<file path="config.mk">
export PLATFORM = sky130hd
export DESIGN_NAME = cla_multiword_adder
export DESIGN_NICKNAME = d
export VERILOG_FILES = /design/src/rtl/cla_multiword_adder.sv
export SDC_FILE = /design/constraint.sdc
export NUM_CORES = 1
export LEC_CHECK = 0
export CAP_MARGIN = 0
export CORE_ASPECT_RATIO = 0.75
export CORE_UTILIZATION = 40
export DETAILED_ROUTE_END_ITERATION = 8
export GPL_TIMING_DRIVEN = 0
export PLACE_DENSITY = 0.71
export REMOVE_ABC_BUFFERS = 1
export SETUP_SLACK_MARGIN = 0.02
export SLEW_MARGIN = 15
export SYNTH_ARGS = -nofsm -noshare
export SYNTH_HDL_FRONTEND = slang
export SYNTH_SLANG_ARGS = --single-unit
</file>
<file path="constraint.sdc">
create_clock -name clk -period 2.65 [get_ports clk]
set_input_delay 0.265 -clock clk [delete_from_list [all_inputs] [get_ports clk]]
set_output_delay 0.265 -clock clk [all_outputs]
set_load 0.02 [all_outputs]
</file>
<file path="src/rtl/cla_multiword_adder.sv">
// ---------------------------------------------------------------------------
// cla_multiword_adder
//
// Purpose: adds wide operands that arrive as a stream of 5-bit chunks, least
// significant chunk first. Each accepted beat goes through a 5-bit
// carry-lookahead adder. The carry is kept in c_reg from one beat to the next.
// Results are buffered in a 2-entry FIFO.
//
// Optional feature: define CLA_OVF_FLAG_EN to produce a signed-overflow flag
// on the last chunk of each packet. When it is undefined, out_ovf is tied to 0.
//
// Ports:
//   clk, rst_n          clock; asynchronous active-low reset
//   in_valid/in_ready   operand beat handshake (in_ready is registered)
//   in_a, in_b          5-bit operand chunks
//   in_first, in_last   packet framing markers for the beat
//   cin_ext             carry-in used by the first beat of a packet
//   out_valid/out_ready result handshake
//   out_sum, out_cout   sum chunk and chunk carry-out
//   out_last, out_ovf   last-chunk marker, signed-overflow flag
//   err                 sticky framing-error flag
//   pkt_cnt             completed-packet counter (wraps at 256)
// ---------------------------------------------------------------------------
module cla_multiword_adder (
    input  logic       clk,
    input  logic       rst_n,
    input  logic       in_valid,
    output logic       in_ready,
    input  logic [4:0] in_a,
    input  logic [4:0] in_b,
    input  logic       in_first,
    input  logic       in_last,
    input  logic       cin_ext,
    output logic       out_valid,
    input  logic       out_ready,
    output logic [4:0] out_sum,
    output logic       out_cout,
    output logic       out_last,
    output logic       out_ovf,
    output logic       err,
    output logic [7:0] pkt_cnt
);

    typedef enum logic {IDLE = 1'b0, RUN = 1'b1} state_t;

    state_t      state_reg, state_next;
    logic        c_reg, c_next;
    logic        err_reg, err_next;
    logic [7:0]  pkt_cnt_reg, pkt_cnt_next;
    logic [1:0]  count_reg, count_next;
    logic        wr_ptr_reg, rd_ptr_reg;
    logic        in_ready_reg;

    logic        push, pop;
    logic        treat_first;
    logic        c_sel;

    // ---------------------------------------------------------------------
    // 5-bit carry-lookahead adder. Each carry is computed as a flat
    // sum-of-products of generate/propagate terms, so no carry ripples
    // from one bit position to the next.
    // ---------------------------------------------------------------------
    logic [4:0] gen, prop;
    logic [4:0] carry_out;   // carry_out[k] = carry out of bit k
    logic [4:0] carry_in;    // carry_in[k]  = carry into bit k
    logic [4:0] sum_beat;

    function automatic logic cla_carry(input logic [4:0] g, input logic [4:0] p,
                                       input logic c0, input int k);
        logic acc;
        logic pchain;
        acc    = g[k];
        pchain = p[k];
        for (int j = 3; j >= 0; j--) begin
            if (j < k) begin
                acc    = acc | (pchain & g[j]);
                pchain = pchain & p[j];
            end
        end
        return acc | (pchain & c0);
    endfunction

    assign gen  = in_a & in_b;
    assign prop = in_a ^ in_b;

    generate
        for (genvar gi = 0; gi < 5; gi++) begin : g_cla
            assign carry_out[gi] = cla_carry(gen, prop, c_sel, gi);
            if (gi == 0) begin : g_c0
                assign carry_in[gi] = c_sel;
            end else begin : g_cn
                assign carry_in[gi] = carry_out[gi-1];
            end
            assign sum_beat[gi] = prop[gi] ^ carry_in[gi];
        end
    endgenerate

    // ---------------------------------------------------------------------
    // Handshake and framing
    // ---------------------------------------------------------------------
    assign in_ready  = in_ready_reg;
    assign out_valid = (count_reg != 2'd0);
    assign push      = in_valid & in_ready_reg;
    assign pop       = out_valid & out_ready;

    // A beat restarts the carry chain when the FSM is waiting for a first
    // beat, or when the beat itself claims to be first. The two framing
    // errors are handled the same way: the beat is processed as a first
    // beat and the error is logged.
    assign treat_first = (state_reg == IDLE) | in_first;
    assign c_sel       = treat_first ? cin_ext : c_reg;

    always_comb begin
        state_next   = state_reg;
        c_next       = c_reg;
        err_next     = err_reg;
        pkt_cnt_next = pkt_cnt_reg;
        if (push) begin
            if ((state_reg == IDLE && !in_first) || (state_reg == RUN && in_first))
                err_next = 1'b1;
            if (in_last) begin
                state_next   = IDLE;
                c_next       = 1'b0;
                pkt_cnt_next = pkt_cnt_reg + 8'd1;
            end else begin
                state_next = RUN;
                c_next     = carry_out[4];
            end
        end
    end

    always_comb begin
        count_next = count_reg;
        case ({push, pop})
            2'b10:   count_next = count_reg + 2'd1;
            2'b01:   count_next = count_reg - 2'd1;
            default: count_next = count_reg;
        endcase
    end

    always_ff @(posedge clk or negedge rst_n) begin
        if (!rst_n) begin
            state_reg    <= IDLE;
            c_reg        <= 1'b0;
            err_reg      <= 1'b0;
            pkt_cnt_reg  <= 8'd0;
            count_reg    <= 2'd0;
            wr_ptr_reg   <= 1'b0;
            rd_ptr_reg   <= 1'b0;
            in_ready_reg <= 1'b0;
        end else begin
            state_reg    <= state_next;
            c_reg        <= c_next;
            err_reg      <= err_next;
            pkt_cnt_reg  <= pkt_cnt_next;
            count_reg    <= count_next;
            if (push) wr_ptr_reg <= ~wr_ptr_reg;
            if (pop)  rd_ptr_reg <= ~rd_ptr_reg;
            // Registered so that in_ready never depends on out_ready.
            in_ready_reg <= (count_next < 2'd2);
        end
    end

    assign err     = err_reg;
    assign pkt_cnt = pkt_cnt_reg;

    // ---------------------------------------------------------------------
    // 2-entry result FIFO. The entries are reset so that the out_* ports
    // read as zero after reset. The oldest entry drives the outputs.
    // ---------------------------------------------------------------------
    logic [4:0] sum_mem  [2];
    logic       cout_mem [2];
    logic       last_mem [2];

`ifdef CLA_OVF_FLAG_EN
    logic       ovf_mem  [2];
    logic       ovf_beat;
    // The signed-overflow flag only has meaning on the most significant chunk.
    assign ovf_beat = in_last & (carry_out[3] ^ carry_out[4]);
`endif

    generate
        for (genvar gi = 0; gi < 2; gi++) begin : g_fifo
            always_ff @(posedge clk or negedge rst_n) begin
                if (!rst_n) begin
                    sum_mem[gi]  <= 5'd0;
                    cout_mem[gi] <= 1'b0;
                    last_mem[gi] <= 1'b0;
`ifdef CLA_OVF_FLAG_EN
                    ovf_mem[gi]  <= 1'b0;
`endif
                end else if (push && (wr_ptr_reg == gi[0])) begin
                    sum_mem[gi]  <= sum_beat;
                    cout_mem[gi] <= carry_out[4];
                    last_mem[gi] <= in_last;
`ifdef CLA_OVF_FLAG_EN
                    ovf_mem[gi]  <= ovf_beat;
`endif
                end
            end
        end
    endgenerate

    assign out_sum  = sum_mem[rd_ptr_reg];
    assign out_cout = cout_mem[rd_ptr_reg];
    assign out_last = last_mem[rd_ptr_reg];
`ifdef CLA_OVF_FLAG_EN
    assign out_ovf  = ovf_mem[rd_ptr_reg];
`else
    assign out_ovf  = 1'b0;
`endif

endmodule
</file>
==> metrics.yaml <==
status:
  status: "finished, final reports clean"
floorplan:
  coreArea_um2: 3680
  die_area_um2: 4120
  die_w_um: 73.8
  start_util_pct: 42.0
  rows: 19
  die_height_um: 55.9
  io_pins: 36
timing:
  finalSetupTns_ns: 0
  timing.final.crit_share_pct: 76.9
  tightest_slew_ns: 0.652
  maxSlewViolCount: 0
  hold_viol_final: 0
  slew_headroom_pct: 56.4
  setup_viol: 0
  clock_skew_ns: 0.00230
  period_minus_slack_ns: 2.04
  setup_ws_ns: 0.612
  holdWs_ns: 0.0185
  timing.fmax_mhz: 491
  rsz0062_at_grt: "no"
critical_path:
  worstRegToRegCells: 5
  reg2reg_to: "sum_mem[5]$_DFFE_PN0P_"
  cp_max_fo: 8
  required_ns: 2.38
  worstPathArrival_ns: 1.77
  cp-end-kind: "primary output"
  reg2reg_slack_ns: 0.95
  r2r-start: "state_reg$_DFFE_PN0P_"
  crit_type: "register to primary output"
  setup.worst_path.start_class: "register"
synthesis:
  netlist_area_um2: 1550
  synth_seq_area_share_pct: 48.5
  synth-edff-count: 0
  synth_cells: 141
  ys.flop_type: "dfrtp_1"
  async_reset_ff_share_pct: 100
  ys_types: 37
  ys_ff_latch: 30
  synth_warnings: 0
  synth.avg_cell_area_um2: 11.0
grt:
  overflow: 0
  grt_pass1_wl_um: 5040
  antenna_found_initial: 0
  grt_max_degree: 31
  grt_pass1_vias: 1120
  grtUsageTotal_pct: 16.7
power:
  ir_drop_mv: 0.498
  power_uw: 2110
  powerDensity_nw_per_um2: 1060
  leakagePower_uw: 0.000888
final_layout:
  final_common_cell: "clkdlybuf4s50_1"
  area_delta_synth_final_pct: 29.0
  largest_reg_flops: 10
  nets: 203
  final_layout_size_suffix_gt1_share_pct: 15.3
  final_cell_mix: "clkdlybuf4s50_1, dfrtp_1, nand2_1"
  antennaDiodeCount: 0
drt:
  drt_iter0_markers: 30
  via_per_inst: 5.06
  drc: 0
  vias: 1158
  drt_pre_antenna_iters: 4
  ant_nets: 0
  routed_wl_um: 2950
  wire_per_inst_um: 12.9
clocking:
  root_buffer: "clkbuf_8"
  clk_pin_slew_worst_paths_ns: 0.06
  max-clock-path-buffers: 2
  cts_max_level: 2
  cts_made_buffers: 5
  postCtsSetupBuffers: 0
  ctsResizeCount: 0
  cts_sinks: 30
  clk_latency_ns: 0.27
  cts_hold_buffers: 0
  cts_tree: "yes"
worst_hold_path:
  worstHoldPathType: "input port to async pin"
place:
  io_buffers: 34
  dp_hpwl_um: 2220
  pre_cts_slack_ns: 0.539
  place_congestion: 0.742
job:
  drv_cap: 0
worst max-delay path: stages, from the launching register on:
cell and delay (ns):
dfrtp_1 0.56, mux2_2 0.39, clkdlybuf4s50_1 0.55
metrics by stage:
stage / std cells / util, % / instance area [um2]
final: 229 / 54.2 / 2000
after global placement: 222 / 52.2 / 1920
after global routing: 229 / 54.2 / 2000
after detailed placement: 222 / 52.1 / 1920
after floorplan: 136 / - / 1520
after CTS: 229 / 54.2 / 2000
metal layers:
metal	vias up	wire, um	track usage (%)
li1	567	-	-
met1	557	1360	21.3
met2	26	1410	24.8
met3	8	94	4.71
met4	0	92	10.4
met5	-	0	0
power by group:
part	internal, uW	total, uW	switching, uW
combinational	497	969	472
clock	175	331	155
sequential	653	811	157
final cells by class:
cell class / count / area (um2)
clock buffer: 5 / 68.8
sequential: 30 / 751
inverter: 5 / 18.8
clock inverter: 2 / 10.0
fill: 338 / 1690
multi-input combinational: 101 / 748
timing repair buffer: 34 / 335
tap: 52 / 65.1
worst max path at each step:
stage / startpoint / endpoint / slack (ns) / depth (start not counted)
2_1_floorplan: count_reg[0]$_DFFE_PN0N_ / in_ready$_DFF_PN0_ / 0.97 / 6
4_1_cts: rd_ptr_reg$_DFFE_PN0P_ / out_cout / 0.59 / 2
6_report: rd_ptr_reg$_DFFE_PN0P_ / out_cout / 0.61 / 2
5_1_grt: rd_ptr_reg$_DFFE_PN0P_ / out_cout / 0.54 / 2
3_3_place_gp: in_first / sum_mem[1]$_DFFE_PN0P_ / 0.58 / 8
3_5_place_dp: in_first / sum_mem[5]$_DFFE_PN0P_ / 0.54 / 7
synthesized netlist by cell type (2+ instances only):
library cell   n  share of area [%]
nor3_1         2               0.65
nand3_1        5                1.6
a21oi_1        2               0.65
o311ai_1       2                1.1
xor2_1         7                4.0
ha_1           8                6.5
a311oi_1       2                1.1
nand2_1       21                5.1
xnor2_1        6                3.4
o21ai_1        6                1.9
inv_1          5                1.2
a21o_1         2               0.97
mux2_2        10                7.3
dfrtp_1       30                 49
nor2_1         5                1.2
o21ai_0        5                1.6
nor4b_1        2                1.1
clkbuf_1       2               0.49
cell families after synthesis:
family	after synthesis	synth area share (%)
flip-flops	30	48.5
multiplexers	11	8.25
XOR/XNOR	13	7.36
AND/OR/NAND/NOR	42	12.9
other	1	0.242
buffers and inverters	10	3.15
adder cells (fa/ha/maj)	9	7.76
AO/OA/AOI/OAI	25	11.8
Note: power is estimated with default switching activity, not from simulation.
